<file path="src/rtl/qar_gpio_pkg.sv">
// Shared definitions for the qar GPIO peripheral: register offsets, bus FSM
// states and the register-select decode used by the top level.
package qar_gpio_pkg;

    localparam logic [31:0] GPIO_IN   = 32'h0000_0000;
    localparam logic [31:0] GPIO_OUT  = 32'h0000_0004;
    localparam logic [31:0] GPIO_DIR  = 32'h0000_0008;
    localparam logic [31:0] GPIO_EN   = 32'h0000_000C;
    localparam logic [31:0] GPIO_RISE = 32'h0000_0010;
    localparam logic [31:0] GPIO_FALL = 32'h0000_0014;
    localparam logic [31:0] GPIO_STAT = 32'h0000_0018;
    localparam logic [31:0] GPIO_SET  = 32'h0000_001C;
    localparam logic [31:0] GPIO_CLR  = 32'h0000_0020;
    localparam logic [31:0] GPIO_TGL  = 32'h0000_0024;

    typedef enum logic [0:0] {
        BUS_IDLE = 1'b0,
        BUS_RESP = 1'b1
    } bus_state_t;

    typedef enum logic [3:0] {
        SEL_IN   = 4'd0,
        SEL_OUT  = 4'd1,
        SEL_DIR  = 4'd2,
        SEL_EN   = 4'd3,
        SEL_RISE = 4'd4,
        SEL_FALL = 4'd5,
        SEL_STAT = 4'd6,
        SEL_SET  = 4'd7,
        SEL_CLR  = 4'd8,
        SEL_TGL  = 4'd9,
        SEL_NONE = 4'd10
    } reg_sel_t;

    function automatic reg_sel_t decode_offset(input logic [31:0] off);
        reg_sel_t sel;
        case (off)
            GPIO_IN:   sel = SEL_IN;
            GPIO_OUT:  sel = SEL_OUT;
            GPIO_DIR:  sel = SEL_DIR;
            GPIO_EN:   sel = SEL_EN;
            GPIO_RISE: sel = SEL_RISE;
            GPIO_FALL: sel = SEL_FALL;
            GPIO_STAT: sel = SEL_STAT;
            GPIO_SET:  sel = SEL_SET;
            GPIO_CLR:  sel = SEL_CLR;
            GPIO_TGL:  sel = SEL_TGL;
            default:   sel = SEL_NONE;
        endcase
        return sel;
    endfunction

endpackage

</file>
<file path="src/rtl/qar_gpio_sync.sv">
// Pad input synchroniser: SYNC_STAGES flop chain per pin plus a one-cycle
// delayed copy of the last stage for edge detection.
module qar_gpio_sync
    import qar_gpio_pkg::*;
#(
    parameter int WIDTH       = 32,
    parameter int SYNC_STAGES = 2
) (
    input  logic             clk,
    input  logic             rst,
    input  logic [WIDTH-1:0] pin_in,
    output logic [WIDTH-1:0] sync_val,
    output logic [WIDTH-1:0] rise_raw,
    output logic [WIDTH-1:0] fall_raw
);

    logic [WIDTH-1:0] stage_r [SYNC_STAGES];
    logic [WIDTH-1:0] prev_r;

    // Synchroniser chain and previous-value flop
    always_ff @(posedge clk or posedge rst) begin
        if (rst) begin
            for (int i = 0; i < SYNC_STAGES; i++) begin
                stage_r[i] <= {WIDTH{1'b0}};
            end
            prev_r <= {WIDTH{1'b0}};
        end else begin
            stage_r[0] <= pin_in;
            for (int i = 1; i < SYNC_STAGES; i++) begin
                stage_r[i] <= stage_r[i-1];
            end
            prev_r <= stage_r[SYNC_STAGES-1];
        end
    end

    assign sync_val = stage_r[SYNC_STAGES-1];
    assign rise_raw = stage_r[SYNC_STAGES-1] & ~prev_r;
    assign fall_raw = ~stage_r[SYNC_STAGES-1] & prev_r;

endmodule

</file>
<file path="src/rtl/qar_gpio_periph.sv">
// Memory-mapped GPIO responder on the qar_core data bus: output, direction and
// edge-interrupt registers, synchronised pad inputs and a level interrupt.
module qar_gpio_periph
    import qar_gpio_pkg::*;
#(
    parameter int WIDTH       = 32,
    parameter int SYNC_STAGES = 2,
    parameter int ADDR_WIDTH  = 8
) (
    input  logic                  clk,
    input  logic                  rst,
    input  logic                  mem_valid,
    input  logic                  mem_we,
    input  logic [ADDR_WIDTH-1:0] mem_addr,
    input  logic [31:0]           mem_wdata,
    output logic                  mem_ready,
    output logic [31:0]           mem_rdata,
    input  logic [WIDTH-1:0]      gpio_in,
    output logic [WIDTH-1:0]      gpio_out,
    output logic [WIDTH-1:0]      gpio_dir,
    output logic                  gpio_irq
);

    bus_state_t       state_r, state_next_s;
    logic             accept_s;
    logic             mem_ready_r;
    logic [31:0]      mem_rdata_r;
    logic             irq_r;

    logic [WIDTH-1:0] out_r, dir_r, en_r, rise_r, fall_r, stat_r;
    logic [WIDTH-1:0] out_next_s, dir_next_s, en_next_s, rise_next_s, fall_next_s, stat_next_s;
    logic [WIDTH-1:0] stat_clr_s, rd_w_s, wdata_s;
    logic [WIDTH-1:0] sync_s, rise_raw_s, fall_raw_s;
    logic [31:0]      off_s, rd_s;
    reg_sel_t         sel_s;
    logic             unused_s;

    qar_gpio_sync #(
        .WIDTH       (WIDTH),
        .SYNC_STAGES (SYNC_STAGES)
    ) u_sync (
        .clk      (clk),
        .rst      (rst),
        .pin_in   (gpio_in),
        .sync_val (sync_s),
        .rise_raw (rise_raw_s),
        .fall_raw (fall_raw_s)
    );

    assign wdata_s  = mem_wdata[WIDTH-1:0];
    assign unused_s = ^{mem_addr[1:0], mem_wdata};

    // Word-aligned offset decode, zero-extended for comparison with the map
    always_comb begin
        off_s = 32'd0;
        off_s[ADDR_WIDTH-1:2] = mem_addr[ADDR_WIDTH-1:2];
        sel_s = decode_offset(off_s);
    end

    // Bus FSM next state: a request is only taken from IDLE, so RESP always
    // returns to IDLE and back-to-back transfers are at most one per 2 cycles
    always_comb begin
        state_next_s = state_r;
        accept_s     = 1'b0;
        case (state_r)
            BUS_IDLE: begin
                if (mem_valid) begin
                    accept_s     = 1'b1;
                    state_next_s = BUS_RESP;
                end else begin
                    state_next_s = BUS_IDLE;
                end
            end
            BUS_RESP: state_next_s = BUS_IDLE;
            default:  state_next_s = BUS_IDLE;
        endcase
    end

    // Register-file write decode and status set/clear (a new edge beats W1C)
    always_comb begin
        out_next_s  = out_r;
        dir_next_s  = dir_r;
        en_next_s   = en_r;
        rise_next_s = rise_r;
        fall_next_s = fall_r;
        stat_clr_s  = {WIDTH{1'b0}};
        if (accept_s && mem_we) begin
            case (sel_s)
                SEL_OUT:  out_next_s  = wdata_s;
                SEL_DIR:  dir_next_s  = wdata_s;
                SEL_EN:   en_next_s   = wdata_s;
                SEL_RISE: rise_next_s = wdata_s;
                SEL_FALL: fall_next_s = wdata_s;
                SEL_STAT: stat_clr_s  = wdata_s;
                SEL_SET:  out_next_s  = out_r | wdata_s;
                SEL_CLR:  out_next_s  = out_r & ~wdata_s;
                SEL_TGL:  out_next_s  = out_r ^ wdata_s;
                default:  out_next_s  = out_r;
            endcase
        end else begin
            stat_clr_s = {WIDTH{1'b0}};
        end
        stat_next_s = (stat_r & ~stat_clr_s) | (rise_raw_s & rise_r) | (fall_raw_s & fall_r);
    end

    // Read mux; write-only and unmapped offsets return zero
    always_comb begin
        rd_w_s = {WIDTH{1'b0}};
        rd_s   = 32'd0;
        if (accept_s && !mem_we) begin
            case (sel_s)
                SEL_IN:   rd_w_s = sync_s;
                SEL_OUT:  rd_w_s = out_r;
                SEL_DIR:  rd_w_s = dir_r;
                SEL_EN:   rd_w_s = en_r;
                SEL_RISE: rd_w_s = rise_r;
                SEL_FALL: rd_w_s = fall_r;
                SEL_STAT: rd_w_s = stat_r;
                default:  rd_w_s = {WIDTH{1'b0}};
            endcase
        end else begin
            rd_w_s = {WIDTH{1'b0}};
        end
        rd_s[WIDTH-1:0] = rd_w_s;
    end

    // State, register file, bus response and interrupt registers
    always_ff @(posedge clk or posedge rst) begin
        if (rst) begin
            state_r     <= BUS_IDLE;
            mem_ready_r <= 1'b0;
            mem_rdata_r <= 32'd0;
            out_r       <= {WIDTH{1'b0}};
            dir_r       <= {WIDTH{1'b0}};
            en_r        <= {WIDTH{1'b0}};
            rise_r      <= {WIDTH{1'b0}};
            fall_r      <= {WIDTH{1'b0}};
            stat_r      <= {WIDTH{1'b0}};
            irq_r       <= 1'b0;
        end else begin
            state_r     <= state_next_s;
            mem_ready_r <= accept_s;
            mem_rdata_r <= rd_s;
            out_r       <= out_next_s;
            dir_r       <= dir_next_s;
            en_r        <= en_next_s;
            rise_r      <= rise_next_s;
            fall_r      <= fall_next_s;
            stat_r      <= stat_next_s;
            irq_r       <= |(stat_r & en_r);
        end
    end

    assign mem_ready = mem_ready_r;
    assign mem_rdata = mem_rdata_r;
    assign gpio_out  = out_r;
    assign gpio_dir  = dir_r;
    assign gpio_irq  = irq_r;

endmodule
</file>
<file path="config.mk">
export PLATFORM = sky130hd
export DESIGN_NAME = qar_gpio_periph
export DESIGN_NICKNAME = d
export VERILOG_FILES = /design/src/rtl/qar_gpio_pkg.sv /design/src/rtl/qar_gpio_sync.sv /design/src/rtl/qar_gpio_periph.sv
export SDC_FILE = /design/constraint.sdc
export NUM_CORES = 1
export LEC_CHECK = 0
export ABC_AREA = 1
export BUFFER_PORTS_ARGS = -buffer_cell sky130_fd_sc_hd__buf_2
export CORE_MARGIN = 5
export CORE_UTILIZATION = 35
export CTS_CLUSTER_SIZE = 14
export DETAILED_ROUTE_END_ITERATION = 6
export PLACE_DENSITY_LB_ADDON = 0.2
export SETUP_SLACK_MARGIN = 0.02
export SYNTH_ARGS = -nofsm -noshare
export SYNTH_HDL_FRONTEND = slang
export SYNTH_SLANG_ARGS = --single-unit
</file>
<file path="constraint.sdc">
create_clock -name clk -period 13.1 [get_ports clk]
set_input_delay 0.655 -clock clk [delete_from_list [all_inputs] [get_ports clk]]
set_output_delay 0.655 -clock clk [all_outputs]
set_load 0.01 [all_outputs]
</file>
==> metrics.md <==
| Metric | Value |
|---|---|
| Status | finished clean |
| Area of the multi-input gates | between 6000 and 7000 sq um |
| DRC | 0 |
| Antenna viol nets, final | 0 |
| Worst setup SP type | input pin |
| Cell Area, Placed | approximately 18000 sq um |
| Share of layout cells above drive strength 1 | 0.151 |
| Max-Cap Viols | 0 |
| Postcts setup bufs | 0 |
| DR pass1 iterations | 5 |
| Peak VDD IR | a little under 0.1 mV |
| Sw Ratio | 0.274 |
| Largest net degree at the start of global routing | approximately 200 |
| Actual slew at the worst max-slew pin | about 1.1 ns |
| Max incr delay on CP | about 0.87 ns |
| Clk buf depth | 3 |
| Power Density | between 100 and 150 nW/um^2 |
| Final instance area | about 19000 sq um |
| # IOs | ~170 |
| Post-synth net total | 2119 |
| Post-synthesis simple-gate area fraction | 0.280 |
| Crit path max-delay cell type | buf_4 |
| Area growth, synth to finish | 15.7% |
| Leakage dissipation | around 9.6 nW |
| CTS buffer count | 39 |
| GR Overflow Total | 0 |
| Core Rows | 79 |
| Die Wd | ~230 microns |
| Switching power | about 0.69 mW |
| Vias per cell | between 5 and 6 |
| Req. time, crit path | 13.54 ns |
| Synth Flop Type | dfrtp_1 |
| Post-CTS sizing | 0 |
| TritonCTS clock tree | done |
| Worst Setup End Kind | flip-flop |
| CP most frequent cell | nand2_1 |
| Seq pwr share | 0.442 |
| CTS hold repair buffers | 0 |
| Post-synthesis mux area share | 0 |
| Synth Area in Compound Gates | 0.0866 |
| Max Clock Skew | around 0.022 ns |
| Routed WL | 53.5 mm |
| Clock root buffer | clkbuf_16 |
| Final min period | approximately 3.5 ns |
| Dpl ws | ~9 ns |
| Wire per inst | 19.6 microns |
| Post-Synth Adder-Cell Area | 0.0492 |
| Clock slew at reported path FFs | ~0.060 ns |
| Vias in the first global route | ~14000 |
| Ant. Diodes | 0 |
| First-pass GRT wire length | 83.2 mm |
| Combinational fraction of design power | 0.115 |
| Post-synthesis instance total | approximately 2000 |
| Final core area utilization | 0.407 |
| Synth area leaders | dfrtp_1 (49%), nand2_1 (9.9%), nand4_1 (5.5%) |
| Slew HR | 0.246 |
| Commonest cells post-synth | nand2_1 (431), dfrtp_1 (322), nor2_1 (231) |
| Yosys cell types | 31 |
| Setup ws final | roughly 9.6 ns |
| Final setup viols | 0 |
| GP Congestion | between 0.8 and 0.9 |
| FF+latch area | roughly 8000 sq um |
| CP cell instances | buf_2, nor2_4, buf_12, buf_4, nand3_2, nand2_2, buf_4, nand2_1, inv_1, nand2_1, nand2_1, nand2_1 |
| Post-synthesis sequential area ratio | 0.495 |
| Synth area leader | dfrtp_1 |
| WS Path Type | in2reg |
| Number of fillers in the final layout | ~4700 |
| Max FO, Critical Path | between 150 and 200 |
| Drt first-iter violations | 1138 |
| Final worst-path cycle share | 0.271 |
| Htree depth | 2 |
| Int Pwr | between 1.5 and 2 mW |
| Netlist Area Pre-Place | roughly 16000 sq um |
| Number of synthesized flops with an enable pin | 0 |
| Yosys top cell area share | 0.495 |
| Clock power frac | 0.443 |
| Die H | roughly 230 microns |
| Ys Warns | 0 |
| Gr usage total | 0.209 |
| Hold_ws | roughly 0.20 ns |
| CORE AREA | 46300 sq um |
| Slew Limit Fails | 0 |
| Most frequent cell after synthesis | nand2_1 |
| Post-Synth XOR/XNOR Area | 0 |
| Fmax | roughly 0.28 GHz |
| Overall die area | ~51000 sq um |
| Main combinational cell family by area after synthesis | simple AND/OR/NAND/NOR gates |
| Mapped Avg Cell Area | around 8.2 sq um |
| Worst EP arrival | between 3 and 4 ns |
| HP Class | in2reg |
| Antenna violations before repair | 2 |
| PortBufs | approximately 170 |
| Number of synthesized register bits | approximately 320 |
| Clock latency on the worst-skew pair | approximately 0.56 ns |
| Final Hold Violating Endpoints | 0 |
| Final nets | around 2200 |
| Starting Density | 0.352 |
| Vias post-DR | approximately 14000 |
| # clock sinks | around 320 |
| Post-DP HPWL | between 30 and 40 mm |
| Setup TNS | 0 ns |
| RSZ-0062 raised after global routing | no |
| Asr flop ratio synth | 1.00 |
[worst paths after layout]
check | startpoint | endpoint | slack (ns) | cells past startpoint
max | mem_addr[7] | gpio_out[21] | 9.56 | 12
min | gpio_in[5] | u_sync.stage_r[37] | 0.20 | 1
max reg2reg | mem_ready | en_r[24] | 10.51 | 8
min reg2reg | u_sync.stage_r[45] | u_sync.sync_val[13] | 0.34 | 0
max in group asynchronous | rst | u_sync.stage_r[54] | 11.44 | 3
min in group asynchronous | rst | mem_rdata[16] | 0.28 | 2
[routing by layer]
layer	up-vias	part of all wire	track usage	routed length (microns)
met5	-	0.00049	0	26
met4	4	0.034	0.0763	1830
met3	109	0.066	0.0416	3550
met2	469	0.45	0.331	24000
met1	6766	0.45	0.287	24100
li1	6712	-	-	-
[cell type report]
class	instances	area share
Sequential cell	322	0.428
Multi-Input combinational cell	1319	0.362
Clock buffer	58	0.0632
Timing Repair Buffer	194	0.0559
Inverter	215	0.0433
Tap cell	607	0.0403
Clock inverter	11	0.00724
[per-stage QoR]
stage	cells	power, mW
after floorplan	1979	1.30
after global placement	2657	1.42
after detailed placement	2657	1.43
after CTS	2726	2.57
after global routing	2726	2.66
final	2726	2.53
[placed cells by master (no fill, tap or decap)]
| cell type | instances |
|---|---|
| nand2_4 | 2 |
| a21oi_1 | 32 |
| nand2_1 | 430 |
| a31oi_1 | 18 |
| nor2_2 | 6 |
| inv_2 | 4 |
| buf_4 | 21 |
| clkbuf_8 | 10 |
| clkinvlp_4 | 1 |
| nor3_1 | 39 |
| inv_1 | 209 |
| nand3_2 | 4 |
| o21ai_2 | 32 |
| inv_8 | 1 |
| ha_1 | 64 |
| dfrtp_1 | 322 |
| nand3_4 | 1 |
| nor2_4 | 9 |
| nand2_2 | 3 |
| o21ai_0 | 118 |
| bufinv_16 | 3 |
| clkbuf_16 | 41 |
| buf_2 | 171 |
| or2_2 | 1 |
| inv_6 | 1 |
| nand4_1 | 144 |
| nor2_1 | 226 |
| clkbuf_1 | 7 |
| buf_12 | 2 |
| clkinv_2 | 7 |
| a22o_1 | 9 |
| o31ai_1 | 12 |
| a22oi_1 | 13 |
| nand3b_1 | 10 |
| nand3_1 | 146 |
[power groups by stage]
stage | Combinational (mW) | Clock [mW] | Sequential, mW
after floorplan | 0.168 | 0 | 1.13
after global placement | 0.286 | 0 | 1.13
after detailed placement | 0.295 | 0 | 1.14
after CTS | 0.296 | 1.16 | 1.12
after global routing | 0.333 | 1.19 | 1.13
final | 0.291 | 1.12 | 1.12
[cells by family after synthesis]
kind of cell    Yosys count
compound gates          234
fa+ha+maj                64
buf+inv                 338
flops                   322
simple gates           1021
[worst max-delay path: cells and delay by family]
kind	cells	cell delay (ns)
buffers and inverters	5	2.22
and+or+nand+nor	7	1.04
(Power assumes the default switching activity.)
